File: src/rtl/gpi_periph.sv
`default_nettype none
// ============================================================================
//  Module   : gpi_periph
//  Purpose  : Memory-mapped general-purpose input port. External pins pass
//             through a 2-flop synchronizer and a per-pin debounce filter.
//             Rising and falling edges of the debounced level are latched in
//             write-1-to-clear event registers that drive a level interrupt.
//  Ports    : clk       - system clock, all logic on posedge
//             rst       - synchronous active-high reset
//             address   - 10-bit bus byte address (full compare)
//             data_in   - 8-bit bus write data
//             write     - bus write strobe
//             read      - bus read strobe
//             pins      - asynchronous external inputs [WIDTH-1:0]
//             data_out  - registered read data (1-cycle latency)
//             irq       - level interrupt request
//  Register map (offsets from BASE_ADDR):
//             +0 STATE (RO), +4 RISE (W1C), +8 FALL (W1C), +C IRQ_EN (RW)
//  Revision : 1.0 - initial release
// ============================================================================
module gpi_periph #(
    parameter int         WIDTH           = 8,
    parameter int         DEBOUNCE_CYCLES = 16,
    parameter logic [9:0] BASE_ADDR       = 10'h54
) (
    input  logic             clk,
    input  logic             rst,
    input  logic [9:0]       address,
    input  logic [7:0]       data_in,
    input  logic             write,
    input  logic             read,
    input  logic [WIDTH-1:0] pins,
    output logic [7:0]       data_out,
    output logic             irq
);

    localparam int              c_CW        = $clog2(DEBOUNCE_CYCLES + 1);
    localparam logic [c_CW-1:0] c_CNT_LAST  = c_CW'(DEBOUNCE_CYCLES - 1);
    localparam logic [c_CW-1:0] c_CNT_ONE   = c_CW'(1);

    localparam logic [9:0] c_ADDR_STATE  = BASE_ADDR;
    localparam logic [9:0] c_ADDR_RISE   = BASE_ADDR + 10'd4;
    localparam logic [9:0] c_ADDR_FALL   = BASE_ADDR + 10'd8;
    localparam logic [9:0] c_ADDR_IRQ_EN = BASE_ADDR + 10'd12;

    logic [WIDTH-1:0] r_sync1;
    logic [WIDTH-1:0] r_sync2;
    logic [WIDTH-1:0] r_state;
    logic [WIDTH-1:0] r_rise;
    logic [WIDTH-1:0] r_fall;
    logic [WIDTH-1:0] r_irq_en;
    logic [c_CW-1:0]  r_cnt [WIDTH];

    logic [WIDTH-1:0] w_state_nxt;
    logic [c_CW-1:0]  w_cnt_nxt [WIDTH];
    logic [WIDTH-1:0] w_rise_set;
    logic [WIDTH-1:0] w_fall_set;
    logic [WIDTH-1:0] w_clr_bits;
    logic             w_sel_state;
    logic             w_sel_rise;
    logic             w_sel_fall;
    logic             w_sel_irq_en;
    logic [7:0]       w_rd_data;

    // Debounce: a pin's counter runs only while the synchronized level
    // disagrees with the accepted level. The compare uses >= so a counter
    // can never step past the acceptance point, i.e. it never wraps.
    always_comb begin
        w_state_nxt = r_state;
        for (int i = 0; i < WIDTH; i++) begin
            w_cnt_nxt[i] = '0;
            if (r_sync2[i] != r_state[i]) begin
                if (r_cnt[i] >= c_CNT_LAST) begin
                    w_state_nxt[i] = r_sync2[i];
                end else begin
                    w_cnt_nxt[i] = r_cnt[i] + c_CNT_ONE;
                end
            end
        end
    end

    assign w_rise_set = w_state_nxt & ~r_state;
    assign w_fall_set = ~w_state_nxt & r_state;
    assign w_clr_bits = data_in[WIDTH-1:0];

    assign w_sel_state  = (address == c_ADDR_STATE);
    assign w_sel_rise   = (address == c_ADDR_RISE);
    assign w_sel_fall   = (address == c_ADDR_FALL);
    assign w_sel_irq_en = (address == c_ADDR_IRQ_EN);

    // Read mux; narrow registers are zero-extended to the 8-bit bus.
    always_comb begin
        w_rd_data = '0;
        if (w_sel_state) begin
            w_rd_data[WIDTH-1:0] = r_state;
        end else if (w_sel_rise) begin
            w_rd_data[WIDTH-1:0] = r_rise;
        end else if (w_sel_fall) begin
            w_rd_data[WIDTH-1:0] = r_fall;
        end else if (w_sel_irq_en) begin
            w_rd_data[WIDTH-1:0] = r_irq_en;
        end
    end

    always_ff @(posedge clk) begin
        if (rst) begin
            r_sync1  <= '0;
            r_sync2  <= '0;
            r_state  <= '0;
            r_rise   <= '0;
            r_fall   <= '0;
            r_irq_en <= '0;
            data_out <= '0;
            for (int i = 0; i < WIDTH; i++) begin
                r_cnt[i] <= '0;
            end
        end else begin
            r_sync1 <= pins;
            r_sync2 <= r_sync1;
            r_state <= w_state_nxt;
            for (int i = 0; i < WIDTH; i++) begin
                r_cnt[i] <= w_cnt_nxt[i];
            end

            // Set is OR-ed after the clear so a same-edge event survives.
            if (write && w_sel_rise) begin
                r_rise <= (r_rise & ~w_clr_bits) | w_rise_set;
            end else begin
                r_rise <= r_rise | w_rise_set;
            end
            if (write && w_sel_fall) begin
                r_fall <= (r_fall & ~w_clr_bits) | w_fall_set;
            end else begin
                r_fall <= r_fall | w_fall_set;
            end

            if (write && w_sel_irq_en) begin
                r_irq_en <= data_in[WIDTH-1:0];
            end

            // Reads sample pre-write register values, so a same-edge
            // read/write returns the old contents.
            if (read) begin
                data_out <= w_rd_data;
            end
        end
    end

    // Built only from flops: no combinational path from bus or pins.
    assign irq = |((r_rise | r_fall) & r_irq_en);

endmodule
`default_nettype wire
File: config.mk
export PLATFORM = sky130hd
export DESIGN_NAME = gpi_periph
export DESIGN_NICKNAME = d
export VERILOG_FILES = /design/src/rtl/gpi_periph.sv
export SDC_FILE = /design/constraint.sdc
export NUM_CORES = 1
export LEC_CHECK = 0
export ABC_CLOCK_PERIOD_IN_PS = 1700
export BUFFER_PORTS_ARGS = -buffer_cell sky130_fd_sc_hd__buf_4
export CAP_MARGIN = 10
export CORE_MARGIN = 2
export CORE_UTILIZATION = 35
export CTS_CLUSTER_SIZE = 40
export DETAILED_ROUTE_END_ITERATION = 16
export PLACE_DENSITY_LB_ADDON = 0.25
export SYNTH_ARGS = -nofsm -noshare
export SYNTH_HDL_FRONTEND = slang
export SYNTH_SLANG_ARGS = --single-unit
File: constraint.sdc
create_clock -name clk -period 1.7 [get_ports clk]
set_input_delay 0.17 -clock clk [delete_from_list [all_inputs] [get_ports clk]]
set_output_delay 0.17 -clock clk [all_outputs]
set_load 0.005 [all_outputs]
==> impl_results.md <==
- Pre-CTS setup slack: 129 ps
- Cell taking the most area after synthesis: dfxtp_1
- Port Buffers: 38
- Mapped cell area: 3940 sq um
- Post-synth top area share: 48.8%
- Slew margin rel.: 74.3%
- Hold Path End: r_sync1[3]
- Worst setup margin: 53.2 ps
- Setup repair bufs after CTS: 0
- Most frequent cells after synthesis: 96 x dfxtp_1, 64 x nor2_1, 29 x nand2_1, 19 x nand4_1, 19 x nor2b_1
- Async set or reset register ratio after synthesis: 0%
- Net Sw Frac: 22.2%
- WL per Instance: 13.5 um
- Ant. Diodes: 0
- EDFF count, synth: 0
- Synth top area cells: dfxtp_1 49%, nor2_1 6.1%, ha_1 5.1%
- Clock insertion delay at the later pin of the skew report: 360 ps
- Post-synth cell types: 37
- Sequential power share: 55.6%
- LEAKAGE: 1.89 nW
- Hold Path Origin: pins[3]
- Rows: 38
- DRT iter0 DRCs: 164
- Final nets: 517
- Sequential share of the synthesized area: 48.8%
- Clock power frac: 39.1%
- DR vias/cell: 5.07
- Nature of the critical path startpoint: register
- Fillers: 1,094
- Register bit total from synthesis: 96
- Gate power share: 5.3%
- Max IR drop VDD: 0.457 mV
- Vias in the first global route: 2,860
- Residual DRC: 0
- Die W: 110 um
- Max Slew Vio Count: 0
- Status: finished clean
- Crit path kind: register to output pin
- Arrival @ worst endpoint: 1480 ps
- Root Buffer: clkbuf_8
- Critical R2R Launch: r_cnt[0][5]
- Initial Util: 36.2%
- Placed cells: 600
- Endpoints failing hold: 0
- Core region area: 10,900 sq um
- Final Non-Filler Cells: 616
- Area of the multi-input gates: 1880 sq um
- Sink Count: 96
- Worst-path clk slew: 90 ps
- Full die area: 12,100 sq um
- Final setup viols: 0
- H-tree depth: 3
- Total track usage: 14.3%
- FF-to-FF setup slack: 150 ps
- Initial antenna violation count: 0
- Worst hold path class: primary input to register
- R2R cell count: 6
- Pre-Repair DR Iteration Count: 4
- Psw: 0.915 mW
- Worst path required time: 1530 ps
- Fin area: 4650 sq um
- Synth Instances: 426
- Largest net degree at the start of global routing: 49
- Period minus WS final: 1650 ps
- Layout cell share with drive strength beyond 1: 15.1%
- Die Y: 110 um
- Drt total wl: 8340 um
- Syn. warnings: 0
- Int Power: 3.21 mW
- Clock Tree Buf Depth: 2
- RSZ-0062 raised after global routing: no
- Synth Area per Inst: 9.24 sq um
- Area after DPL: 4440 sq um
- WHS: 17.4 ps
- Fin crit share: 96.9%
- F_max: 607 MHz
- Crit path capture type: output pin
- Reg2reg end: r_rise[1]
- WHS Path Cells: 2
- Sum Neg Setup Slack: 0 ps
- Dpl hpwl: 5710 um
- Reg area: 1920 sq um
- Global route total overflow: 0
- Post-synth top flop: dfxtp_1
- TritonCTS clock tree: built
- Layout area overhead: 18.1%
- Io pins: 39
- First-pass GRT wire length: 13,400 um
- Most frequent cell after synthesis: dfxtp_1
- Post-DRT Antenna Nets: 0
- GP Congestion: 0.820
- PD cells: 888 nW/um^2
- Inserted Clock Buffers: 9
- Crit path max fanout: 3
- Max cap viols: 0
- Worst slew pin tran: 383 ps
- Vias: 3,125
- Clk_skew: 9.82 ps
- Net Count, Synth: 472
layer usage:
layer  part of all wire [%]  global-route usage, %  wire length, um  vias to the layer above
li1                       -                      -                -                     1594
met1                     47                   18.4             3940                     1455
met2                     46                   22.8             3800                       58
met3                    4.8                   2.53              398                       18
met4                    2.4                   7.87              201                        0
met5                      0                      0                0                        -
power by group through the flow:
stage | combinational, mW | sequential [mW] | clock, mW
after floorplan | 0.108 | 2.34 | 0
after global placement | 0.219 | 2.35 | 0
after detailed placement | 0.222 | 2.35 | 0
after CTS | 0.223 | 2.30 | 1.66
after global routing | 0.243 | 2.30 | 1.75
final | 0.219 | 2.29 | 1.61
how the worst max path moves through the flow:
stage	startpoint	end	slack, ps	depth (start not counted)
floorplan	r_cnt[0][5]	r_rise[1]	260	6
finish	r_rise[5]	irq	50	4
global placement	address[1]	r_rise[6]	180	6
global route	r_cnt[0][5]	r_cnt[0][8]	5	6
detailed placement	address[1]	r_rise[3]	130	6
CTS	r_rise[3]	irq	30	4
kinds of logic after synthesis:
| logic type | count (synthesis) | share of synthesized area (%) |
|---|---|---|
| compound gates | 82 | 13.8 |
| buf+inv | 33 | 3.46 |
| flops | 96 | 48.8 |
| fa+ha+maj | 16 | 5.09 |
| mux | 12 | 3.05 |
| simple gates | 171 | 22.2 |
| xor+xnor | 16 | 3.56 |
layout make-up:
type | instances | share of cell area, %
flip-flops and latches | 96 | 41.3
clock buffers | 11 | 2.83
clock inverters | 5 | 1.75
repair buffers | 49 | 8.45
well taps | 140 | 3.77
inverters | 18 | 1.45
multi-input cells | 297 | 40.4
critical path, cell delays in order (launching register included):
cell and delay [ps]:
dfxtp_1 340, o21ai_0 240, nand4_1 100, or2_2 300, buf_4 140
registers in the layout (all words and copies together) (netlist names):
| name | flops |
|---|---|
| data_out | 8 |
| r_cnt | 40 |
| r_fall | 8 |
| r_irq_en | 8 |
| r_rise | 8 |
| r_state | 8 |
| r_sync1 | 8 |
| r_sync2 | 8 |
through the flow:
| step | power, mW | utilization [%] |
|---|---|---|
| 6_report | 4.13 | 42.7 |
| 5_1_grt | 4.29 | 42.7 |
| 4_1_cts | 4.18 | 42.7 |
| 3_5_place_dp | 2.57 | 40.7 |
| 3_3_place_gp | 2.57 | 40.7 |
| 2_1_floorplan | 2.45 | - |
cell usage in the layout (no fill, tap or decap), types with 2 or more instances in the layout:
master	Yosys	final
a21o_1	7	7
a21oi_1	17	17
a31o_2	4	4
a31oi_1	15	15
a32o_1	5	5
and3_1	8	8
buf_12	0	2
buf_4	0	47
bufinv_16	0	2
clkbuf_1	5	2
clkbuf_8	0	9
dfxtp_1	96	96
ha_1	16	16
inv_1	17	17
mux2i_1	12	12
nand2_1	29	29
nand3_1	13	13
nand3b_1	8	8
nand4_1	19	19
nor2_1	64	64
nor2b_1	19	19
nor3b_1	4	4
o211ai_1	7	7
o21ai_0	17	14
o21ai_1	0	3
o221ai_1	7	7
xnor2_1	8	8
xor2_1	8	8
repair_timing:
action,in CTS,in global routing
pin swaps,0,1
setup endpoints to repair,1,2
resized for setup,1,2
hold buffers,0,0
endpoints found under the hold margin,0,0
(Power assumes the default switching activity.)
